**config.mk**
```make
export PLATFORM = sky130hd
export DESIGN_NAME = alu_iter
export DESIGN_NICKNAME = d
export VERILOG_FILES = /design/src/rtl/alu_iter.sv
export SDC_FILE = /design/constraint.sdc
export NUM_CORES = 1
export LEC_CHECK = 0
export ABC_AREA = 0
export ABC_CLOCK_PERIOD_IN_PS = 3100
export BUFFER_PORTS_ARGS = -buffer_cell sky130_fd_sc_hd__clkbuf_2
export CAP_MARGIN = 5
export CORE_MARGIN = 2
export CORE_UTILIZATION = 61
export CTS_CLUSTER_DIAMETER = 150
export CTS_CLUSTER_SIZE = 14
export DETAILED_ROUTE_END_ITERATION = 8
export PLACE_DENSITY = 0.8
export REMOVE_ABC_BUFFERS = 1
export SYNTH_ARGS = -nofsm -noshare
export SYNTH_HDL_FRONTEND = slang
export SYNTH_SLANG_ARGS = --single-unit
```
**constraint.sdc**
```tcl
create_clock -name clk -period 3.1 [get_ports clk]
set_clock_uncertainty 0.15 [all_clocks]
set_input_delay 0.465 -clock clk [delete_from_list [all_inputs] [get_ports clk]]
set_output_delay 0.465 -clock clk [all_outputs]
set_load 0.1 [all_outputs]
```
**src/rtl/alu_iter.sv**
```systemverilog
// Multi-cycle integer ALU: single-cycle logic/arith/compare, one-bit-per-cycle shifts
// with a start/busy/done handshake and a registered result.
module alu_iter #(
  parameter int unsigned WIDTH = 32,
  parameter int unsigned SHW   = 5
) (
  input  logic             clk,
  input  logic             reset,
  input  logic             start,
  input  logic [3:0]       Operation,
  input  logic [WIDTH-1:0] SrcA,
  input  logic [WIDTH-1:0] SrcB,
  output logic             busy,
  output logic             done,
  output logic [WIDTH-1:0] ALUResult
);

  typedef enum logic [3:0] {
    OP_AND = 4'b0000,
    OP_OR  = 4'b0001,
    OP_ADD = 4'b0010,
    OP_XOR = 4'b0011,
    OP_SLL = 4'b0100,
    OP_SRL = 4'b0101,
    OP_SUB = 4'b0110,
    OP_SRA = 4'b0111,
    OP_EQ  = 4'b1000,
    OP_GE  = 4'b1001,
    OP_SLT = 4'b1100
  } op_t;

  typedef enum logic {
    IDLE,
    SHIFT
  } state_t;

  typedef enum logic [1:0] {
    SK_LL,
    SK_RL,
    SK_RA
  } shift_t;

  state_t           state;
  shift_t           kind;
  shift_t           kind_new;
  logic [WIDTH-1:0] acc;
  logic [SHW-1:0]   count;

  logic [SHW-1:0]   shamt;
  logic             is_shift;
  logic [WIDTH-1:0] quick_res;
  logic [WIDTH-1:0] shifted;

  assign shamt = SrcB[SHW-1:0];

  // Result of every op that finishes in the accept cycle; a zero-length shift is just SrcA.
  always_comb begin
    quick_res = '0;
    is_shift  = 1'b0;
    kind_new  = SK_LL;
    case (op_t'(Operation))
      OP_AND: quick_res = SrcA & SrcB;
      OP_OR:  quick_res = SrcA | SrcB;
      OP_XOR: quick_res = SrcA ^ SrcB;
      OP_ADD: quick_res = SrcA + SrcB;
      OP_SUB: quick_res = SrcA - SrcB;
      OP_SLT: quick_res = {{(WIDTH-1){1'b0}}, ($signed(SrcA) < $signed(SrcB))};
      OP_EQ:  quick_res = {{(WIDTH-1){1'b0}}, (SrcA == SrcB)};
      OP_GE:  quick_res = {{(WIDTH-1){1'b0}}, ($signed(SrcA) >= $signed(SrcB))};
      OP_SLL: begin
        quick_res = SrcA;
        is_shift  = 1'b1;
        kind_new  = SK_LL;
      end
      OP_SRL: begin
        quick_res = SrcA;
        is_shift  = 1'b1;
        kind_new  = SK_RL;
      end
      OP_SRA: begin
        quick_res = SrcA;
        is_shift  = 1'b1;
        kind_new  = SK_RA;
      end
      default: quick_res = '0;
    endcase
  end

  always_comb begin
    shifted = acc;
    case (kind)
      SK_LL:   shifted = {acc[WIDTH-2:0], 1'b0};
      SK_RL:   shifted = {1'b0, acc[WIDTH-1:1]};
      SK_RA:   shifted = {acc[WIDTH-1], acc[WIDTH-1:1]};
      default: shifted = acc;
    endcase
  end

  always_ff @(posedge clk or negedge reset) begin
    if (!reset) begin
      state     <= IDLE;
      kind      <= SK_LL;
      acc       <= '0;
      count     <= '0;
      busy      <= 1'b0;
      done      <= 1'b0;
      ALUResult <= '0;
    end else begin
      done <= 1'b0;
      case (state)
        IDLE: begin
          if (start) begin
            if (is_shift && (shamt != '0)) begin
              acc   <= SrcA;
              count <= shamt;
              kind  <= kind_new;
              busy  <= 1'b1;
              state <= SHIFT;
            end else begin
              ALUResult <= quick_res;
              done      <= 1'b1;
            end
          end
        end
        SHIFT: begin
          acc   <= shifted;
          count <= count - 1'b1;
          if (count == SHW'(1)) begin
            ALUResult <= shifted;
            done      <= 1'b1;
            busy      <= 1'b0;
            state     <= IDLE;
          end
        end
        default: state <= IDLE;
      endcase
    end
  end

endmodule

```
==> out/metrics.cfg, run 1 <==
[route]
drt_iter0_drc = 1442
viasPerCell = 6.585
drc = 0
dr.pass1.iters = 7
wl_per_cell_um = 20.47
vias = 11814
antenna_left = 0
wirelength_mm = 36.73

[synth]
synthDistinctLibCells = 82
yosysTopAreaCellShare_pct = 19.89
synth_seq_area_share_pct = 19.89
syn-mean-instance-area_um2 = 7.069
synthFlopType = dfrtp_1
post_synth_inst_count = 1317
synth_edf_count = 0
ys_warn_count = 0
synth_top_cell_by_area = dfrtp_1
ys_async_sr_fraction_pct = 100.0
yosys-top-cells-area = dfrtp_1 20%, ha_1 14%, o21ai_0 8.1%
ys_ff_latch = 74
synth_area_um2 = 9310

[setup_path]
crit_start = SrcB[0]
arrival_ns = 3.30
cp.required_ns = 3.21
worstSetupPathType = primary input to flop
r2r_slack_ns = 0.48
r2r_start = count[0]
end_kind = flop
cp_num_cells = 13
critPathSlowestCell = a311o_2
path_max_fanout = 3
max_stage_delay_ns = 0.38
start_kind = primary input
critical_path_buf_inv_count = 1
worstReg2RegEnd = ALUResult[27]
reg2reg_depth = 11
path_cells = buf_4 > ha_2 > fa_2 > a21o_1 > a221oi_2 > o21ai_2 > a311o_2 > a31oi_4 > nor2_2 > a311oi_2 > xnor2_1 > a221o_1 > a22o_1
worstSetupEndpoint = ALUResult[30]
path_delay_family = compound AO/OA/AOI/OAI gates

[global_routing]
grt_pass1_wl_mm = 56.64
grt_pass1_vias = 11263
grt_overflow = 0
antenna_found_initial = 0
grt_util_all_layers_pct = 43.56
grt_start_max_net_pins = 47

[timing]
maxSlewViolCount = 0
setup_viol = 4
timing.final.ws_setup_ns = -0.09106
tightestPinTransition_ns = 0.5531
rsz0062_at_grt = yes
max_freq_mhz = 313.4
min_period_over_period_pct = 102.9
period_minus_slack_ns = 3.191
finalHoldViolCount = 0
hold_slack_ns = 0.3566
maxSlewHeadroom_pct = 63.28

[pwr]
peakVddDrop_mv = 0.6725
total_power_uw = 7989
powerDensity_nw_per_um2 = 642.8
p_leak_uw = 0.005811

[finish]
nets = 1775
drive_gt1_share_pct = 28.52
final_cells = 1794
final_util_pct = 82.68
syn_to_final_growth_pct = 33.50
diodes = 0
fillCellCount = 1033

[floorplan]
num_rows = 45
io_pins = 105
dieArea_um2 = 16270
die_x_um = 127.5
die_y_um = 127.5
start_util_pct = 61.93
core-area_um2 = 15030

[clocking]
clk_pin_slew_ns = 0.07
clock_latency_ns = 0.37
cts_tree = yes
cts-root-buf = clkbuf_16
h-tree-depth = 3
clockBufferDepth = 2
cts_sinks = 74
cts_buffers = 9

[outcome]
status = finished, violations left
violations = negative setup slack

[place]
io_buffers = 104
dp_hpwl_mm = 26.81
dp.cells = 1767
routabilityCongestion = 1.017

[min_path]
hp-class = flop to flop

[run]
maxCapViolCount = 0

stage by stage:
stage / instance area (um2) / setup TNS, ns / setup slack [ns]
5_1_grt: 12430 / -0.9403 / -0.2097
4_1_cts: 12230 / -0.02334 / -0.02326
3_3_place_gp: 11690 / -8.419 / -0.7389
6_report: 12430 / -0.1720 / -0.09106
3_5_place_dp: 11690 / -9.701 / -0.9171
2_1_floorplan: 8935 / -18.47 / -1.003
area by class of cell:
type                    instances  area, um2  share of cell area [%]
well taps                     188      235.2                   1.892
repair buffers                368       2620                   21.08
inverters                      99      376.6                   3.030
clock buffers                   9      225.2                   1.812
flip-flops and latches         74       1854                   14.92
clock inverters                 7      73.82                  0.5939
multi-input cells            1049       7044                   56.67
state kept, by name, indices dropped and copies added (netlist names):
name,count
ALUResult,32
acc,32
count,5
kind,2
busy,1
done,1
state,1
power by group:
group	internal, uW	total [uW]	switching, uW	leakage [uW]
sequential	1400	1780	380	0.000921
clock	630	1140	507	0.000147
combinational	1500	5080	3580	0.00474
total	3520	7990	4470	0.00581
per-layer routing:
| metal | GRT usage [%] | vias to the layer above | part of all wire, % |
|---|---|---|---|
| met3 | 7.621 | 195 | 10 |
| li1 | - | 5312 | - |
| met1 | 55.71 | 5478 | 39 |
| met2 | 69.36 | 829 | 46 |
| met4 | 24.95 | 0 | 5.3 |
| met5 | 0 | - | 0 |
repair_timing:
item / CTS / global route
gates cloned: 0 / 0
hold endpoints to repair: 31 / 0
setup buffers: 4 / 6
pin swaps: 25 / 29
hold buffers: 1 / 0
setup endpoints to repair: 16 / 19
gates resized for setup: 39 / 41
Yosys cell counts (5+ instances only):
library cell / instances
o221ai_1: 5
o22ai_1: 7
nand2b_1: 39
nor2_1: 138
a31oi_1: 29
o31ai_1: 7
xnor2_1: 14
buf_2: 6
a221oi_1: 17
buf_1: 13
nand4_1: 6
inv_1: 98
nand2_1: 113
a211oi_1: 13
a21o_1: 13
o211ai_1: 31
nor4_1: 12
and3_1: 8
mux2_2: 5
a22oi_1: 20
nor3_1: 21
o21ai_0: 151
a21oi_1: 141
o21bai_1: 13
ha_1: 101
clkbuf_1: 74
nand3_1: 16
nor2b_1: 11
and2_1: 9
o2111ai_1: 8
dfrtp_1: 74
mux2i_1: 9
cell usage in the layout, fill, tap and decap left out, types with 8 or more instances in the layout:
master     instances
xnor2_1           13
nand3_1           15
and3_1             8
nor2_1           136
mux2i_1            9
buf_12             8
a21o_1            13
a221oi_1          15
nor3_1            20
o2111ai_1          8
clkbuf_16          9
nor2b_1           10
a31oi_1           28
ha_1              93
buf_4            257
o21bai_1          13
a22oi_1           20
and2_1             9
nor4_1            10
a211oi_1          10
clkbuf_2         101
inv_1             92
nand2_1          111
dfrtp_1           72
nand2b_1          39
o21ai_0          144
o211ai_1          31
a21oi_1          137
kinds of logic (layout without fill, tap and decap cells):
| group | count (synthesis) | after routing | share of synthesized area, % |
|---|---|---|---|
| AOI/OAI and AO/OA | 522 | 522 | 35.47 |
| xor gates and xnor gates | 17 | 17 | 1.599 |
| adders and majority gates | 103 | 103 | 14.00 |
| buffers and inverters | 194 | 483 | 8.023 |
| DFF | 74 | 74 | 19.89 |
| muxes | 14 | 14 | 1.572 |
| and+or+nand+nor | 393 | 393 | 19.45 |
how the worst min path moves through the flow:
stage / slack [ns] / cells after the start / start / end
after floorplan: 0.02 / 0 / reset / ALUResult[0]
after global placement: 0.31 / 1 / reset / ALUResult[11]
after detailed placement: 0.31 / 1 / reset / ALUResult[11]
after CTS: 0.34 / 1 / ALUResult[4] / ALUResult[4]
after global routing: 0.37 / 1 / ALUResult[4] / ALUResult[4]
final: 0.36 / 1 / ALUResult[4] / ALUResult[4]
No activity file was read; power rests on OpenSTA's default activity.
==> run 2: changes to the inputs <==
Settings changed: ABC_CLOCK_PERIOD_IN_PS 3100 to 3350, PLACE_DENSITY 0.8 to 0.83.
Clock period 3.1 ns to 3.35 ns, I/O delays scaled along.
==> run 2 against run 1 <==
The flow now finishes without violations. Count of clock-buffer cells in the layout is 2 higher. Via count is 6.4% lower. Worst hold slack worse by 0.19 ns. Total power is 8.7% lower. First-iteration DRC count is 28% lower. Critical path depth is 3 higher. Sequential share of layout area is 0.94 points higher. Non-clock buffer count is 75 lower. Sequential power is 8% lower. Utilization is 4.9 points lower. Combinational power is 12% lower. Cell count is 4.2% lower. Highest routed layer unchanged.
==> out/metrics.cfg, run 2 (synthesis gave the netlist of run 1 again) <==
[outcome]
status = complete, no violations  ; was finished, violations left

[timing]
setup_viol = 0  ; was 4
finalSetupTns_ns = 0  ; was -0.1720 ns
finalHoldViolCount = 0  ; unchanged
rsz0062_at_grt = yes  ; unchanged
maxSlewViolCount = 0  ; unchanged
timing.final.ws_setup_ns = 0.05957  ; was -0.09106 ns
hold_slack_ns = 0.1617  ; was 0.3566 ns
tightestPinTransition_ns = 1.059  ; was 0.5531 ns
max_freq_mhz = 303.9
period_minus_slack_ns = 3.290
maxSlewHeadroom_pct = 29.43  ; was 63.28%
min_period_over_period_pct = 98.22

[run]
maxCapViolCount = 0  ; unchanged

[route]
wl_per_cell_um = 19.53  ; was 20.47 um
drc = 0  ; unchanged
drt_iter0_drc = 1041  ; was 1442
wirelength_mm = 33.58  ; was 36.73 mm
antenna_left = 0  ; unchanged
viasPerCell = 6.433  ; was 6.585
dr.pass1.iters = 6  ; was 7
vias = 11059  ; was 11814

[setup_path]
critPathSlowestCell = a2111oi_4  ; was a311o_2
path_cells = clkbuf_2 > inv_2 > ha_4 > inv_1 > fa_2 > nor2b_4 > o311ai_2 > buf_4 > a21oi_4 > a2111oi_4 > o21ai_2 > a221oi_2 > o21ai_1 > o32ai_2 > a2111oi_2 > nor3_1  ; was buf_4 > ha_2 > fa_2 > a21o_1 > a221oi_2 > o21ai_2 > a311o_2 > a31oi_4 > nor2_2 > a311oi_2 > xnor2_1 > a221o_1 > a22o_1
start_kind = primary input  ; unchanged
end_kind = flop  ; unchanged
critical_path_buf_inv_count = 4  ; was 1
worstSetupPathType = primary input to flop  ; unchanged
path_max_fanout = 3  ; unchanged
max_stage_delay_ns = 0.47  ; was 0.38 ns
reg2reg_depth = 10  ; was 11
r2r_start = count[0]  ; unchanged
arrival_ns = 3.40  ; was 3.30 ns
worstReg2RegEnd = ALUResult[27]  ; unchanged
path_delay_family = compound AO/OA/AOI/OAI gates  ; unchanged
r2r_slack_ns = 0.67  ; was 0.48 ns
cp.required_ns = 3.46  ; was 3.21 ns

[floorplan]
num_rows = 45  ; unchanged
die_y_um = 127.5  ; unchanged
die_x_um = 127.5  ; unchanged
core-area_um2 = 15030  ; unchanged
io_pins = 105  ; unchanged
dieArea_um2 = 16270  ; unchanged
start_util_pct = 61.93  ; unchanged

[pwr]
p_leak_uw = 0.005428  ; was 0.005811 uW
netSwitchingFraction_pct = 54.83  ; was 55.91%
combPwrFrac_pct = 61.2  ; was 63.5%
p_int_uw = 3293  ; was 3523 uW
peakVddDrop_mv = 0.7058  ; was 0.6725 mV
powerDensity_nw_per_um2 = 623.5  ; was 642.8 nW/um2
switchingPower_uw = 3998  ; was 4467 uW
p_seq_share_pct = 22.5  ; was 22.2%
clockPowerShare_pct = 16.2  ; was 14.2%

[clocking]
h-tree-depth = 3  ; unchanged
hold_buffers = 0  ; was 1
cts_buffers = 9  ; unchanged
cts_tree = yes  ; unchanged
cts_sinks = 74  ; unchanged
clock_latency_ns = 0.36  ; was 0.37 ns
clockBufferDepth = 2  ; unchanged
clk_pin_slew_ns = 0.07  ; about the same
cts-root-buf = clkbuf_16  ; unchanged

[finish]
seq_area_um2 = 1854  ; unchanged
drive_gt1_share_pct = 23.51  ; was 28.52%
reg_top3 = ALUResult: 32 flops, acc: 32 flops, count: 5 flops  ; unchanged
mostFrequentLayoutCells = 187 x buf_4, 150 x o21ai_0, 140 x a21oi_1  ; was 257 x buf_4, 144 x o21ai_0, 137 x a21oi_1
diodes = 0  ; unchanged
final_util_pct = 77.79  ; was 82.68%
final_common_cell = buf_4  ; unchanged
multi_input_area_um2 = 6909  ; was 7044 um2
fillCellCount = 1170  ; was 1033
nets = 1700  ; was 1775
syn_to_final_growth_pct = 25.62  ; was 33.50%

[global_routing]
grt_util_met2_pct = 66.62  ; was 69.36%
grt_pass1_vias = 10554  ; was 11263
grt_pass1_wl_mm = 52.90  ; was 56.64 mm
grtUsageMet1_pct = 52.33  ; was 55.71%
grt_start_max_net_pins = 78  ; was 47
grt_overflow = 0  ; unchanged
grt-busiest-layer = met2  ; unchanged
grt_util_all_layers_pct = 40.81  ; was 43.56%
grtUsageMet3_pct = 6.449  ; was 7.621%
antenna_found_initial = 0  ; unchanged

[place]
pre_cts_ws_ns = -0.5789  ; was -0.9171 ns
routabilityCongestion = 0.9844  ; was 1.017
dp_hpwl_mm = 24.95  ; was 26.81 mm
io_buffers = 104  ; unchanged

[min_path]
hp-class = primary input to asynchronous set/reset pin  ; was flop to flop

-- run 2: changes by cell type in the layout (fill, tap and decap cells not counted), moves of 3 or more --
cell and change:
o21ai_1 -4, ha_1 +4, ha_4 -5, a21oi_1 +3, buf_12 -5, inv_2 -4, inv_6 -3, inv_1 +5
o21ai_0 +6, buf_4 -70
-- run 2: what timing repair did --
action	CTS	global route
endpoints found under the setup margin	3	15
gates resized for setup	4	33
setup buffers	0	2
pin swaps	1	23
-- run 2: worst max path at each step --
stage                       startpoint            end  slack [ns]  depth (start not counted)
after CTS                      SrcA[0]  ALUResult[30]        0.02                         13
after global routing           SrcA[0]   ALUResult[0]        -0.1                         15
after detailed placement       SrcA[0]   ALUResult[0]       -0.58                         15
final                          SrcA[0]   ALUResult[0]        0.06                         16
after global placement         SrcA[0]   ALUResult[0]       -0.51                         15
after floorplan           Operation[1]  ALUResult[29]       -0.78                          8
-- run 2: layout make-up --
type                    count  share of cell area (%)
clock buffers              11                   2.076
well taps                 188                   2.011
flip-flops and latches     74                   15.86
multi-input cells        1049                   59.08
inverters                  99                   3.177
repair buffers            293                   16.93
clock inverters             5                  0.8773
-- run 2: power by group through the flow --
stage	logic, uW	clock network, uW	registers [uW]
CTS	4360	1180	1630
global route	4760	1220	1680
finish	4460	1180	1640
global placement	4260	0	1620
detailed placement	4330	0	1640
floorplan	1640	0	3050
-- run 2: metal layers --
layer | routed length (um) | vias to the layer above
met5 | 0 | -
met4 | 1503 | 0
met2 | 15290 | 618
met1 | 13660 | 5159
li1 | - | 5167
met3 | 3128 | 115
-- run 2: per-stage QoR --
| step | power (uW) | cell area (um2) | std cells |
|---|---|---|---|
| after detailed placement | 5972 | 11150 | 1701 |
| after global placement | 5879 | 11150 | 1701 |
| after CTS | 7171 | 11520 | 1717 |
| after floorplan | 4690 | 8935 | 1222 |
| final | 7291 | 11700 | 1719 |
| after global routing | 7658 | 11700 | 1719 |
-- run 2: worst reg2reg max path, stage by stage (launching register included) --
cell	delay [ns]
dfrtp_1	0.43
ha_1	0.22
nand4b_1	0.16
and2_1	0.27
clkinv_1	0.19
nor2_1	0.16
a21oi_1	0.06
a2111oi_0	0.43
o21ai_0	0.16
a21oi_1	0.23
a311oi_1	0.08
